<file path="src/rtl/alu_cmd_sequencer.sv">
// alu_cmd_sequencer: initiator for a 2-bit-op combinational ALU.
// Takes commands over a valid/ready stream and drives the ALU operand/op ports.
// It captures the ALU result and returns it over a valid/ready response stream.
// The last captured result is kept as the accumulator, which later commands can
// use as operand A.
module alu_cmd_sequencer #(
  parameter int W     = 24,
  parameter int CNT_W = 16
) (
  input  logic             clk,
  input  logic             rst_n,
  input  logic             cmd_valid,
  output logic             cmd_ready,
  input  logic [1:0]       cmd_op,
  input  logic [W-1:0]     cmd_a,
  input  logic [W-1:0]     cmd_b,
  input  logic             cmd_acc,
  output logic [1:0]       alu_op,
  output logic [W-1:0]     alu_a,
  output logic [W-1:0]     alu_b,
  input  logic [W-1:0]     alu_r,
  output logic             rsp_valid,
  input  logic             rsp_ready,
  output logic [W-1:0]     rsp_data,
  output logic [W-1:0]     acc,
  output logic [CNT_W-1:0] op_count,
  output logic             busy
);

  typedef enum logic [1:0] {
    IDLE = 2'd0,
    EXEC = 2'd1,
    RESP = 2'd2
  } state_t;

  state_t state;
  state_t state_nxt;
  logic   accept;
  logic   capture;
  logic   retire;

  // State register; reset drops any in-flight command
  always_ff @(posedge clk or negedge rst_n) begin
    if (!rst_n) state <= IDLE;
    else        state <= state_nxt;
  end

  // Next-state decode plus handshake/strobe outputs
  always_comb begin
    state_nxt = state;
    cmd_ready = 1'b0;
    busy      = 1'b1;
    accept    = 1'b0;
    capture   = 1'b0;
    retire    = 1'b0;
    case (state)
      IDLE: begin
        busy      = 1'b0;
        // held low while reset is asserted so nothing is offered during reset
        cmd_ready = rst_n;
        if (cmd_valid) begin
          accept    = 1'b1;
          state_nxt = EXEC;
        end
      end
      EXEC: begin
        // ALU operands have been stable all cycle; take the result at the edge
        capture   = 1'b1;
        state_nxt = RESP;
      end
      RESP: begin
        if (rsp_ready) begin
          retire    = 1'b1;
          state_nxt = IDLE;
        end
      end
      default: state_nxt = IDLE;
    endcase
  end

  // ALU operand registers: loaded on accept, otherwise hold their last values
  always_ff @(posedge clk or negedge rst_n) begin
    if (!rst_n) begin
      alu_op <= '0;
      alu_a  <= '0;
      alu_b  <= '0;
    end else if (accept) begin
      alu_op <= cmd_op;
      alu_a  <= cmd_acc ? acc : cmd_a;
      alu_b  <= cmd_b;
    end
  end

  // Result capture into the response register and the accumulator
  always_ff @(posedge clk or negedge rst_n) begin
    if (!rst_n) begin
      rsp_data <= '0;
      acc      <= '0;
    end else if (capture) begin
      rsp_data <= alu_r;
      acc      <= alu_r;
    end
  end

  // Response valid flag and completed-operation counter (wraps naturally)
  always_ff @(posedge clk or negedge rst_n) begin
    if (!rst_n) begin
      rsp_valid <= 1'b0;
      op_count  <= '0;
    end else if (capture) begin
      rsp_valid <= 1'b1;
    end else if (retire) begin
      rsp_valid <= 1'b0;
      op_count  <= op_count + 1'b1;
    end
  end

endmodule

</file>
<file path="config.mk">
export PLATFORM = sky130hd
export DESIGN_NAME = alu_cmd_sequencer
export DESIGN_NICKNAME = d
export VERILOG_FILES = /design/src/rtl/alu_cmd_sequencer.sv
export SDC_FILE = /design/constraint.sdc
export NUM_CORES = 1
export LEC_CHECK = 0
export ABC_AREA = 1
export ABC_CLOCK_PERIOD_IN_PS = 1450
export CELL_PAD_IN_SITES_DETAIL_PLACEMENT = 1
export CELL_PAD_IN_SITES_GLOBAL_PLACEMENT = 1
export CORE_MARGIN = 1
export CORE_UTILIZATION = 29
export CTS_BUF_LIST = sky130_fd_sc_hd__clkbuf_16
export CTS_CLUSTER_DIAMETER = 40
export DETAILED_ROUTE_END_ITERATION = 10
export GPL_TIMING_DRIVEN = 0
export PLACE_DENSITY_LB_ADDON = 0.2
export SKIP_LAST_GASP = 1
export SLEW_MARGIN = 20
export SYNTH_ARGS = -nofsm -noshare
export SYNTH_HDL_FRONTEND = slang
export SYNTH_SLANG_ARGS = --single-unit
export TNS_END_PERCENT = 50
</file>
<file path="constraint.sdc">
create_clock -name clk -period 1.45 [get_ports clk]
set_input_delay 0.29 -clock clk [delete_from_list [all_inputs] [get_ports clk]]
set_output_delay 0.29 -clock clk [all_outputs]
set_load 0.005 [all_outputs]
</file>
==> parameters.txt, run 1 <==
Parameter                              Value

STA
  Max frequency    690 MHz
  Endpoints failing setup    0
  Least setup slack across all paths after layout    0.00118 ns
  Fin crit share    0.999
  Unrepaired setup endpoints after global routing    true
  Worst-case clock skew    0.00437 ns
  Hold violation total from the final report    38
  Final Max Tran Viols    0
  Hold slack    -0.218 ns
  Slew of the pin with the lowest slew margin    0.553 ns
  Min Clock Period, post-route    1.45 ns
  Tightest slew margin relative to the limit    0.632

Routing
  Final routed DRC violation total    0
  Wirelength, routed    14000 um
  Via/cell ratio    4.43
  DR vias    4035
  Detailed Route Iter0 Violations    166
  Antenna-violating nets left    0
  Number of detailed-routing iterations run before antenna repair    4
  Post-DR wirelength/cell    15.4 um

Synthesis
  Number of nets in the synthesized netlist    562
  Yosys synthesis warning count    0
  Synthesis-stage register bit count    93
  Mean Syn Cell Area    8.50 um^2
  Register area share after synthesis    0.568
  Area of the mapped netlist    4100 um^2
  Distinct cell type count of the synthesized netlist    20
  Count of mapped cells out of synthesis    482

Global routing
  Initial antenna violation count    0
  Maximum number of pins on one net before global-route repair    41
  Number of global-route vias before repair    4291
  Global-route congestion overflow total    0
  Global-route wire length before repair    22400 um
  Gr usage total    0.201

Worst setup path
  Type of element launching the critical path    flop
  Slowest cell on the critical path    sky130_fd_sc_hd__dfrtp_1
  Crit. End Element    output port
  CP arrival    1.16 ns
  Cell Chain, Critical Path    nor2_2 -> inv_2 -> clkdlybuf4s15_1
  Stage delay of the slowest cell on the critical path    0.40 ns
  Data required time of the critical path    1.16 ns
  Crit Path Max Fanout    2
  Category of the critical setup timing path    reg2out

Clock network
  CTS H-tree depth    3
  Clock net sink count    93
  Clock tree root driver cell    sky130_fd_sc_hd__clkbuf_16
  Cts bufs inserted    9
  Clock Latency Late Sink    0.35 ns
  CTS tree    done
  CTS Buffer Depth    2
  Clock-pin transition on the worst setup and hold timing paths    0.06 ns

Final layout
  Most common cell after layout, fill and taps aside    sky130_fd_sc_hd__nand2_1
  Layout Area Growth over Synthesis    67.7%
  Final std cells w/o fill    910
  Share of the core filled with cells    0.497
  Post-layout instance area    6870 um^2
  Final layout net count    805
  Fraction of final layout cells sized beyond drive strength 1    0.145
  Most frequent cells in the layout    sky130_fd_sc_hd__nand2_1, sky130_fd_sc_hd__dfrtp_1, sky130_fd_sc_hd__dlygate4sd2_1
  Count of antenna diodes in the layout    0

Power
  Leakage power of the design    3.77 nW
  Worst VDD drop    0.00101 V
  Internal power summed over all cells    7.94 mW
  Fraction of power consumed by combinational cells    0.464
  NetSw    4.09 mW
  Power per cell area    1750 nW/um^2
  Clock network fraction of total power    0.176
  Sequential power share    0.360
  Net Sw Frac    0.340

Placed design
  Placed instance count    857
  Worst slack at placement    -0.529 ns
  Instance area at placement    6290 um^2
  Number of input and output port buffers inserted    194
  Final Wtd Congestion    0.745
  Placed wire-length estimate    9990 um

Die
  Chip Height    121 um
  Die Area    14600 um^2
  Ports placed on the boundary    196
  Floorplan row count    43
  Width of the die    121 um
  Effective utilization at floorplan    0.296
  Floorplan Core Area    13800 um^2

Flow run
  Max-Cap Viols    0

Outcome
  Violations in the final reports    negative hold slack
  Result of the run    finished, violations left

Worst hold path
  Hold crit path type    in2async
## power by group through the flow
stage,sequential (mW),combinational (mW),clock (mW)
after floorplan,4.47,2.01,0
after global placement,4.44,5.67,0
after detailed placement,4.49,5.85,0
after CTS,4.36,5.58,2.16
after global routing,4.49,6.18,2.31
final,4.33,5.58,2.12
## repair_timing
action                                  in CTS  in global routing
endpoints found under the hold margin       38                 38
buffers inserted                            28                  7
gates cloned                                 1                  1
endpoints found under the setup margin     182                134
gates resized for setup                    101                 61
pin swaps                                    1                  4
## state kept, by name, indices dropped and copies added (netlist names)
register,cells
alu_a,24
op_count,16
acc,24
rsp_valid,1
alu_op,2
alu_b,24
state,2
## critical path, delay by kind of cell, from the launching register on
family                 cells  cell delay, ns
buffers and inverters      2            0.26
flip-flops                 1            0.40
AND/OR/NAND/NOR            1            0.15
## synth_stat cells (all sizes together)
cell | number | share of area
buf | 37 | 0.061
nand3b | 1 | 0.0018
ha | 1 | 0.0031
inv | 40 | 0.037
o21ai | 73 | 0.089
nor2 | 19 | 0.019
nor3 | 1 | 0.0012
clkbuf | 7 | 0.0064
nand4 | 5 | 0.0076
o21bai | 1 | 0.0018
nand3 | 8 | 0.011
xnor2 | 7 | 0.015
nand2 | 186 | 0.17
xor2 | 3 | 0.0064
dfrtp | 93 | 0.57
## per-layer routing
metal | part of all wire | GRT usage | vias up
met5 | 0 | 0 | -
met4 | 0.012 | 0.0525 | 0
met3 | 0.057 | 0.0594 | 12
met2 | 0.49 | 0.345 | 102
met1 | 0.44 | 0.243 | 1964
li1 | - | - | 1957
## final cells by class
type | count | area [um^2]
clock buffers | 9 | 225
repair buffers | 232 | 2230
flip-flops and latches | 93 | 2330
fillers | 1664 | 6960
well taps | 180 | 225
plain buffers | 44 | 308
clock inverters | 7 | 27.5
multi-input cells | 305 | 1370
inverters | 40 | 155
## logic make-up after synthesis
family	count (synthesis)	synth area share
fa+ha+maj	1	0.00305
flops	93	0.568
xor+xnor	10	0.0214
compound gates	74	0.0910
buf+inv	84	0.105
simple gates	220	0.211
## metrics by stage
step / hold slack (ns) / total power, mW / setup TNS (ns)
2_1_floorplan: -0.00559 / 6.48 / 0
3_3_place_gp: 0.462 / 10.1 / -350.81
3_5_place_dp: 0.226 / 10.3 / -11.08
4_1_cts: -0.168 / 12.1 / -2.88
5_1_grt: -0.212 / 13.0 / -0.332
6_report: -0.218 / 12.0 / 0
## worst paths after layout
kind | cells after the start | end | startpoint | slack [ns]
min in group clk | 4 | alu_a[8] | cmd_acc | 0.40
min | 1 | op_count[11] | rst_n | -0.22
max in group asynchronous | 2 | op_count[8] | rst_n | 1.08
max | 3 | busy | state[1] | 0.001
min reg2reg | 2 | alu_b[1] | alu_b[1] | 0.48
max reg2reg | 7 | alu_a[12] | state[1] | 0.09
Power figures use the tool's default switching activity.
==> inputs of run 2 (changes only) <==
- RECOVER_POWER: not set -> 25
==> run 2 against run 1 <==
The flow still finishes with violations (negative hold slack). Clock skew about the same. Largest cell class unchanged. Core utilization down 0.20 points. Fmax about the same. Critical path depth unchanged. Clock power about the same. Combinational power about the same. Global-route usage unchanged.
==> parameters.txt, run 2 (synthesized netlist as in run 1, its figures left out) <==
Parameter                              Value

Flow run
  Max-Cap Viols    0

STA
  Fin crit share    0.999
  Endpoints failing setup    0
  Hold slack    -0.218 ns
  Unrepaired setup endpoints after global routing    true
  Tightest slew margin relative to the limit    0.520
  Max frequency    690 MHz
  Slew of the pin with the lowest slew margin    0.721 ns
  Least setup slack across all paths after layout    0.00126 ns
  Worst-case clock skew    0.00437 ns
  Min Clock Period, post-route    1.45 ns
  Final Max Tran Viols    0
  Hold violation total from the final report    38

Global routing
  Maximum number of pins on one net before global-route repair    41
  Global-route congestion overflow total    0
  Most utilized layer in the global route result    met2
  Initial antenna violation count    0
  Global Route met1 Usage    0.243
  Gr usage total    0.201
  Global-route wire length before repair    22400 um
  Met2 GRT Util    0.345
  Number of global-route vias before repair    4291
  Met3 Resource Use GR    0.0594

Final layout
  Most frequent cells in the layout    sky130_fd_sc_hd__nand2_1, sky130_fd_sc_hd__dfrtp_1, sky130_fd_sc_hd__dlygate4sd2_1
  Number of filler cells placed in the layout    1666
  Sequential cell area    2330 um^2
  Footprint of the multi-input gates    1370 um^2
  Share of the core filled with cells    0.495
  Final layout net count    805
  Most common cell after layout, fill and taps aside    sky130_fd_sc_hd__nand2_1
  Count of antenna diodes in the layout    0
  Layout Area Growth over Synthesis    67.0%
  Fraction of final layout cells sized beyond drive strength 1    0.145
  Post-layout instance area    6840 um^2
  Biggest regs    acc (24), alu_a (24), alu_b (24)

Power
  Power per cell area    1760 nW/um^2
  Leakage power of the design    3.76 nW
  Worst VDD drop    0.00101 V
  Power consumption    12.0 mW

Clock network
  Clock net sink count    93
  CTS Buffer Depth    2
  Clock Latency Late Sink    0.35 ns
  CTS tree    done
  CTS H-tree depth    3
  Clock-pin transition on the worst setup and hold timing paths    0.06 ns
  Cts bufs inserted    9
  Clock tree root driver cell    sky130_fd_sc_hd__clkbuf_16

Worst setup path
  Type of element launching the critical path    flop
  Data required time of the critical path    1.16 ns
  Crit path depth    3
  Crit. End Element    output port
  Register-to-Register Path Depth    7
  Crit Path Max Fanout    2
  Category of the critical setup timing path    reg2out
  CP arrival    1.16 ns
  Slowest cell on the critical path    sky130_fd_sc_hd__dfrtp_1
  Stage delay of the slowest cell on the critical path    0.40 ns
  Bufs and invs on worst path    2
  Cell Chain, Critical Path    nor2_2 -> inv_2 -> clkdlybuf4s15_1
  Critical path's top delay family    flip-flops

Die
  Floorplan row count    43
  Effective utilization at floorplan    0.296
  Chip Height    121 um
  Ports placed on the boundary    196
  Die Area    14600 um^2
  Width of the die    121 um
  Floorplan Core Area    13800 um^2

Routing
  Detailed Route Iter0 Violations    166
  Number of detailed-routing iterations run before antenna repair    4
  DR vias    4035
  Wirelength, routed    14000 um
  Via/cell ratio    4.43
  Final routed DRC violation total    0
  Antenna-violating nets left    0
  Post-DR wirelength/cell    15.4 um

Placed design
  Instance area at placement    6290 um^2
  Placed wire-length estimate    9990 um
  Worst slack at placement    -0.529 ns
  Number of input and output port buffers inserted    194
  Final Wtd Congestion    0.745

Outcome
  Violations in the final reports    negative hold slack
  Result of the run    finished, violations left

Worst hold path
  Hold crit path type    in2async
run 2: changes by cell type in the layout (fill, tap and decap cells not counted):
cell	previous run	this run
sky130_fd_sc_hd__bufbuf_16	1	0
sky130_fd_sc_hd__clkbuf_2	5	6
run 2: final timing paths:
| kind | startpoint | to | slack [ns] |
|---|---|---|---|
| max in group asynchronous | rst_n | op_count[8] | 0.66 |
| setup / recovery | state[1] | busy | 0.001 |
| min in group clk | cmd_acc | alu_a[8] | 0.40 |
| hold reg to reg | alu_b[1] | alu_b[1] | 0.48 |
| setup reg to reg | state[1] | alu_a[12] | 0.09 |
| hold / removal | rst_n | op_count[11] | -0.22 |
run 2: cell type report:
cell class | count | area share
multi-input combinational | 305 | 0.200
sequential | 93 | 0.341
tap | 180 | 0.0329
inverter | 40 | 0.0227
timing repair buffer | 232 | 0.322
clock inverter | 7 | 0.00402
clock buffer | 9 | 0.0329
buffer | 44 | 0.0450
run 2: metrics by stage:
stage / setup TNS, ns / instances
2_1_floorplan: 0 / 482
3_3_place_gp: -350.81 / 856
3_5_place_dp: -11.08 / 857
4_1_cts: -2.88 / 902
5_1_grt: -0.332 / 910
6_report: 0 / 910
run 2: report_power, final:
group          internal (mW)  switching [mW]  total (mW)  leakage (nW)
clock network           1.12           0.992        2.12         0.139
registers               3.69           0.637        4.33          1.16
logic                   3.11            2.46        5.57          2.46
run 2: what timing repair did:
action	CTS	global route
buffers inserted	28	7
gates cloned	1	1
setup endpoints to repair	182	134
resized for setup	101	61
pin swaps	1	4
endpoints found under the hold margin	38	38
run 2: per-layer routing:
metal  part of all wire  up-vias
li1                   -     1957
met1               0.44     1964
met2               0.49      102
met3              0.057       12
met4              0.012        0
met5                  0        -
